===== src/rtl/uart_tx_feeder.sv =====
// Byte FIFO drained into a register-mapped UART: one init command after reset,
// then a status poll (bit4 = TX data register empty) before every data write.
module uart_tx_feeder #(
   parameter int unsigned DEPTH    = 16,
   parameter logic [7:0]  CMD_INIT = 8'h0B
) (
   input  logic                   clk,
   input  logic                   rst,
   input  logic [7:0]             in_data,
   input  logic                   in_valid,
   output logic                   in_ready,
   input  logic                   flush,
   output logic                   uart_cs,
   output logic                   uart_rw,
   output logic                   uart_rs0,
   output logic                   uart_rs1,
   output logic [7:0]             uart_wdata,
   input  logic [7:0]             uart_rdata,
   output logic [$clog2(DEPTH):0] fifo_level,
   output logic                   busy
);
   localparam int unsigned AW = $clog2(DEPTH);
   localparam logic [AW:0] LVL_FULL = (AW+1)'(DEPTH);

   typedef enum logic [2:0] {S_INIT, S_IDLE, S_POLL, S_WAIT, S_WRITE} state_t;

   state_t        state_q, state_d;
   logic [7:0]    mem_q [DEPTH];
   logic [AW-1:0] wptr_q, wptr_d;
   logic [AW-1:0] rptr_q, rptr_d;
   logic [AW:0]   level_q, level_d;
   logic          fifo_empty;
   logic          push;
   logic          pop;
   logic [1:0]    rs_sel;
   logic          unused_rdata;

   assign unused_rdata = ^{uart_rdata[7:5], uart_rdata[3:0]};

   assign fifo_empty = (level_q == '0);
   assign in_ready   = (level_q != LVL_FULL);
   assign push       = in_valid & in_ready & ~flush;
   // A flushed WRITE still drives its bus cycle, but the byte leaves no trace in the FIFO.
   assign pop        = (state_q == S_WRITE) & ~fifo_empty & ~flush;
   assign fifo_level = level_q;
   assign busy       = ~fifo_empty | (state_q != S_IDLE);

   always_ff @(posedge clk) begin
      if (push) begin
         mem_q[wptr_q] <= in_data;
      end
   end

   always_comb begin
      wptr_d  = wptr_q;
      rptr_d  = rptr_q;
      level_d = level_q;
      if (flush) begin
         wptr_d  = '0;
         rptr_d  = '0;
         level_d = '0;
      end else begin
         if (push) begin
            wptr_d = wptr_q + AW'(1);
         end
         if (pop) begin
            rptr_d = rptr_q + AW'(1);
         end
         case ({push, pop})
            2'b10:   level_d = level_q + (AW+1)'(1);
            2'b01:   level_d = level_q - (AW+1)'(1);
            default: level_d = level_q;
         endcase
      end
   end

   always_ff @(posedge clk) begin
      if (rst) begin
         state_q <= S_INIT;
         wptr_q  <= '0;
         rptr_q  <= '0;
         level_q <= '0;
      end else begin
         state_q <= state_d;
         wptr_q  <= wptr_d;
         rptr_q  <= rptr_d;
         level_q <= level_d;
      end
   end

   always_comb begin
      state_d = state_q;
      case (state_q)
         S_INIT:  state_d = S_IDLE;
         S_IDLE:  if (!fifo_empty && !flush) state_d = S_POLL;
         S_POLL:  state_d = flush ? S_IDLE : S_WAIT;
         S_WAIT: begin
            if (flush) begin
               state_d = S_IDLE;
            end else if (uart_rdata[4]) begin
               state_d = S_WRITE;
            end else begin
               state_d = S_POLL;
            end
         end
         S_WRITE: state_d = S_IDLE;
         default: state_d = S_INIT;
      endcase
   end

   always_comb begin
      uart_cs    = 1'b0;
      uart_rw    = 1'b1;
      rs_sel     = 2'b00;
      uart_wdata = '0;
      case (state_q)
         S_INIT: begin
            uart_cs    = 1'b1;
            uart_rw    = 1'b0;
            rs_sel     = 2'b10;
            uart_wdata = CMD_INIT;
         end
         S_POLL: begin
            uart_cs = 1'b1;
            uart_rw = 1'b1;
            rs_sel  = 2'b01;
         end
         S_WRITE: begin
            uart_cs    = 1'b1;
            uart_rw    = 1'b0;
            rs_sel     = 2'b00;
            uart_wdata = mem_q[rptr_q];
         end
         default: ;
      endcase
   end

   assign uart_rs1 = rs_sel[1];
   assign uart_rs0 = rs_sel[0];

endmodule


===== config.mk =====
export PLATFORM = sky130hd
export DESIGN_NAME = uart_tx_feeder
export DESIGN_NICKNAME = d
export VERILOG_FILES = /design/src/rtl/uart_tx_feeder.sv
export SDC_FILE = /design/constraint.sdc
export NUM_CORES = 1
export LEC_CHECK = 0
export ABC_AREA = 1
export CORE_MARGIN = 1.5
export CORE_UTILIZATION = 35
export DETAILED_ROUTE_END_ITERATION = 12
export GPL_ROUTABILITY_DRIVEN = 0
export PLACE_DENSITY = 0.56
export SLEW_MARGIN = 20
export SYNTH_ARGS = -nofsm -noshare
export SYNTH_HDL_FRONTEND = slang
export SYNTH_SLANG_ARGS = --single-unit

===== constraint.sdc =====
create_clock -name clk -period 4 [get_ports clk]
set_input_delay 0.8 -clock clk [delete_from_list [all_inputs] [get_ports clk]]
set_output_delay 0.8 -clock clk [all_outputs]
set_load 0.02 [all_outputs]

======== Word-level counts from Yosys, hierarchy flattened ========
Memories as Yosys holds them, arrays and structs flattened. A register that Yosys moved wholly into a read port is not among the register bits.
Index checks and enable logic that the tools add are counted.
operators by class
  muxes and demuxes ....................... 14
  reductions and logical operators ........ 9
  bitwise gates (word level) .............. 7
  add/subtract/negate cells ............... 4
  eq/ne operators ......................... 9
operator list
  operator                                              number
  case mux 8 bit (2 select lines)                       1
  case mux 3 bit (4 select lines)                       1
  case mux 5 bit (2 select lines)                       1
  two-way mux 3 bit                                     3
  adder 4 x 1 -> 4 bit (second input constant)          2
  two-way mux 4 bit                                     2
  equality test 3 x 2 -> 1 bit (second input constant)  2
  adder 5 x 1 -> 5 bit (second input constant)          1
  logical NOT 5 bit                                     1
  != test 5 bit (second input constant)                 1
  subtractor 5 x 1 -> 5 bit (second input constant)     1
  AND 1 bit                                             4
  two-way mux 1 bit                                     4
  case mux 2 bit (2 select lines)                       1
  OR reduction 2 bit                                    2
  equality test 3 x 1 -> 1 bit (second input constant)  1
  equality test 3 bit (second input constant)           1
  logical NOT 3 bit                                     1
  != test 3 x 1 -> 1 bit (second input constant)        1
  OR reduction 3 bit                                    1
  equality test 2 x 1 -> 1 bit (second input constant)  1
  equality test 2 bit (second input constant)           1
  logical NOT 1 bit                                     2
  two-way mux 2 bit                                     1
  5 further kinds                                       6
storage, ports and cells
  bits of input ports ..................... 20
  output and inout port bits .............. 19
  memories kept ........................... 1
  flip-flop bits (word level) ............. 16
  RAM bits ................................ 128
memories
  name   depth  bits a word  read ports  clocked after memory_dff  wr ports  RTL line  RTL
  mem_q  16     8            1           1                         1         28        logic [7:0] mem_q [DEPTH];

======== Longest topological paths before layout ========
Gate-level depths: netlist of run 1.
  depth in word-level cells ............... 6
  depth in mapped cells ................... 15
  mapped depth without buffers ............ 14

======== Worst setup path before layout of run 1 ========
No wires, ideal clock.
  path type ............................... input to register
  start ................................... input port flush
  end ..................................... register level_q[2] (netlist: fifo_level[2])
  path buffers ............................ 2
  setup slack ............................. 1634 ps
  cell stages on the path ................. 12
  library setup time ...................... 115 ps
  data arrival time ....................... 2250 ps
  required time ........................... 3885 ps
  cells stage by stage .................... inv_1 > nand3_2 > buf_6 > ha_1 > clkbuf_2 > xor2_1 > ha_1 > inv_1 > nand2_2 > xor2_1 > o21ai_0 > inv_1
on the way
  word-level cells in the longest chain between the ends .. 4
ends and longest elaborated chain
  item                                                                          RTL line  RTL
  from (decl)                                                                   12        input logic flush,
  NOT 1 bit                                                                     42, 44
  AND 1 bit, on equally long branches                                           44, 42
  equality test 2 x 1 -> 1 bit / equality test 2 bit (equally long branches)    69        case ({push, pop})
  case mux 5 bit (2 select lines) / nonzero test 2 bit (equally long branches)  -
  to (signal assigned)                                                          87        level_q <= level_d;
  to (decl)                                                                     31        logic [AW:0] level_q, level_d;
Several ways; a longest one is shown, not always the timed one.
A chain may end at the register's enable or synchronous reset.

==> results.py, run 1 <==
metrics = {
    "route": {
        "drc": 0,
        "drt-initial-drc-count": 333,
        "wl_per_cell_um": 18.00,
        "vias_per_cell": 5.168,
        "dr_total_vias": 4041,
        "finalWirelength_um": 14070,
        "first_pass_iters": 5,
        "postRouteAntennaNets": 0,
    },
    "synth": {
        "synth_edf_count": 128,
        "synth_flop_cell": "edfxtp_1",
        "synth_area_per_cell_um2": 12.05,
        "synth.distinct_cells": 33,
        "netlist_area_mm2": 0.006123,
        "yosys_warnings": 0,
        "synth_top_area_share_pct": 62.77,
        "yosysTopAreaCell": "edfxtp_1",
        "synthTopCellsByArea": "edfxtp_1 63%, dfxtp_1 6.5%, nor2_1 5.8%, o21ai_0 5.7%, o221ai_1 3.4%",
        "syn_nets": 535,
        "synth_cells": 508,
        "async_flop_share_pct": 0,
        "ys_seq_area_share_pct": 69.31,
        "synth_seq_cells": 148,
    },
    "clock_tree": {
        "post_cts_buffers": 0,
        "cts.clk_slew.worst_paths_ns": 0.05,
        "cts_tree": "built",
        "clk_path_buf_depth": 2,
        "clock-sinks": 148,
        "cts_resized": 0,
        "htreeDepth": 4,
        "clockRootBuffer": "clkbuf_16",
        "hold_buffers": 0,
        "clkLatencyLatePin_ns": 0.41,
        "cts_buffers": 17,
    },
    "worst_setup_path": {
        "path_max_fanout": 22,
        "cp-start-kind": "flop",
        "critical_path_required_ns": 3.20,
        "rrSetupSlack_ns": 1.72,
        "r2r_cells": 12,
        "worstPathArrival_ns": 2.98,
        "crit_type": "reg -> out",
        "reg2reg_to": "fifo_level[4]$_SDFFE_PP0P_",
        "cp-end-kind": "output pin",
        "r2r-start": "state_q[2]$_SDFFE_PP0P_",
    },
    "floorplan": {
        "pin_count": 39,
        "start_util_pct": 35.65,
        "fp.dieW_um": 135.3,
        "rows": 48,
        "die_h_um": 135.3,
        "die_area_mm2": 0.01830,
        "core_mm2": 0.01718,
    },
    "final_layout": {
        "regArea_mm2": 0.004245,
        "diodes": 0,
        "final_area_mm2": 0.007196,
        "syn_to_final_growth_pct": 17.51,
        "final_nets": 571,
        "final_cell_mix": "128 x edfxtp_1, 94 x nor2_1, 70 x o21ai_0",
        "multi_input_area_mm2": 0.001660,
        "layout_commonest_cell": "edfxtp_1",
        "layout.cells.non_filler": 782,
        "fillCellCount": 1662,
        "layout-drive-gt1-share_pct": 8.797,
    },
    "place": {
        "dpl.cell_count": 750,
        "postPlaceCellArea_mm2": 0.006685,
        "portBuffers": 31,
        "hpwlAfterDp_um": 8928,
    },
    "sta": {
        "period_share_pct": 94.48,
        "rsz0062_at_grt": "false",
        "setup_viol": 0,
        "worstMarginPinSlew_ns": 0.8745,
        "finClkSkew_ns": 0.007202,
        "period_needed_ns": 3.779,
        "fmax_mhz": 264.6,
        "relSlewSlack_pct": 41.62,
        "slew_violations": 0,
        "finalSetupTns_ns": 0,
        "hold_viol_final": 0,
    },
    "global_routing": {
        "grt_use_met1_pct": 22.30,
        "busiest_layer": "met2",
        "antenna_found_initial": 0,
        "grt_overflow": 0,
        "grt_pass1_wl_um": 21520,
        "use_met3_pct": 4.527,
        "grt_start_max_net_pins": 41,
        "grt_pass1_vias": 3853,
        "grt_use_total_pct": 16.38,
        "use_met2_pct": 25.43,
    },
    "pwr": {
        "leakage_nw": 2.398,
        "power_density_mw_per_mm2": 446.0,
        "vdd_drop_max_v": 0.0003401,
    },
    "status": {
        "status": "finished clean",
    },
    "worst_hold_path": {
        "whs_path_depth": 2,
        "hp-start": "rptr_q[2]$_SDFFE_PP0P_",
        "hp-class": "reg -> reg",
        "hold_end": "rptr_q[2]$_SDFFE_PP0P_",
    },
    "job": {
        "cap_violations": 0,
    },
}
report_power, final:
part | internal (W) | total [W] | switching, W
Clock | 0.000838 | 0.00139 | 0.000547
Combinational | 0.0000470 | 0.000132 | 0.0000847
Sequential | 0.00169 | 0.00169 | 0.00000544
worst max path at each step:
stage	start	end	slack (ns)	cells past startpoint
2_1_floorplan	flush	fifo_level[2]$_SDFFE_PP0P_	1.63	12
3_3_place_gp	flop	uart_wdata[0]	0.65	7
3_5_place_dp	flop	uart_wdata[1]	0.60	7
4_1_cts	flop	uart_wdata[1]	0.16	7
5_1_grt	flop	uart_wdata[1]	0.03	7
6_report	flop	uart_wdata[3]	0.22	7
synthesized netlist by cell type (2+ instances only):
master	count
a31oi_1	3
nand2_2	3
a21oi_1	19
o221ai_1	24
inv_1	25
ha_1	7
nand3_2	4
clkbuf_2	2
nor2_1	94
nand2_1	27
o21ai_0	70
buf_2	11
nor2_2	3
o22ai_1	8
nand3_1	17
xor2_1	4
o211ai_1	7
clkbuf_1	12
nor3_1	6
nand4_1	3
dfxtp_1	20
edfxtp_1	128
kinds of logic after synthesis:
kind of cell             count (synthesis)  share of synthesized area, %
buffers and inverters                   52                         3.576
AO/OA/AOI/OAI                          133                         12.98
AND/OR/NAND/NOR                        163                         11.99
XOR/XNOR                                 5                        0.7151
adder cells (fa/ha/maj)                  7                         1.430
flip-flops                             148                         69.31
final cells by class:
cell class | count | share of cell area, %
Inverter | 26 | 1.356
Tap cell | 225 | 3.912
Timing Repair Buffer | 43 | 5.564
Clock buffer | 23 | 6.225
Multi-Input combinational cell | 308 | 23.07
Sequential cell | 148 | 59.00
Clock inverter | 9 | 0.8694
metrics by stage:
stage / utilization (%) / hold WS (ns) / total power (W) / setup WS, ns
floorplan: - / 0.4651 / 0.001784 / 1.634
global placement: 38.92 / 0.4752 / 0.001853 / 0.6530
detailed placement: 38.92 / 0.4906 / 0.001856 / 0.6042
CTS: 41.89 / 0.5016 / 0.003240 / 0.1590
global route: 41.89 / 0.5326 / 0.003323 / 0.02729
finish: 41.89 / 0.5043 / 0.003209 / 0.2207
metal layers:
layer  vias to the layer above  share of wire [%]
met1                      1959                 45
met4                         0                1.5
met2                       131                 46
met5                         -                  0
li1                       1934                  -
met3                        17                7.2
critical path, cell delays in order (launching register included):
cell	delay (ns)
dfxtp_1	0.60
inv_1	0.18
buf_4	0.29
o21ai_0	0.13
o221ai_1	0.24
nand3_1	0.18
a31oi_1	0.29
clkdlybuf4s50_1	0.65
flip-flops by register name, indices dropped and copies added, names as in the netlist, named ones only:
register,flops
mem_q,128
rptr_q,4
fifo_level,5
wptr_q,4
state_q,3
Power figures use the tool's default switching activity.
==> run 2, diff against run 1 <==
CTS_CLUSTER_SIZE = 25   (was default)
==> results of run 2 <==
Final layout, timing and power as in run 1 (identical DEF).
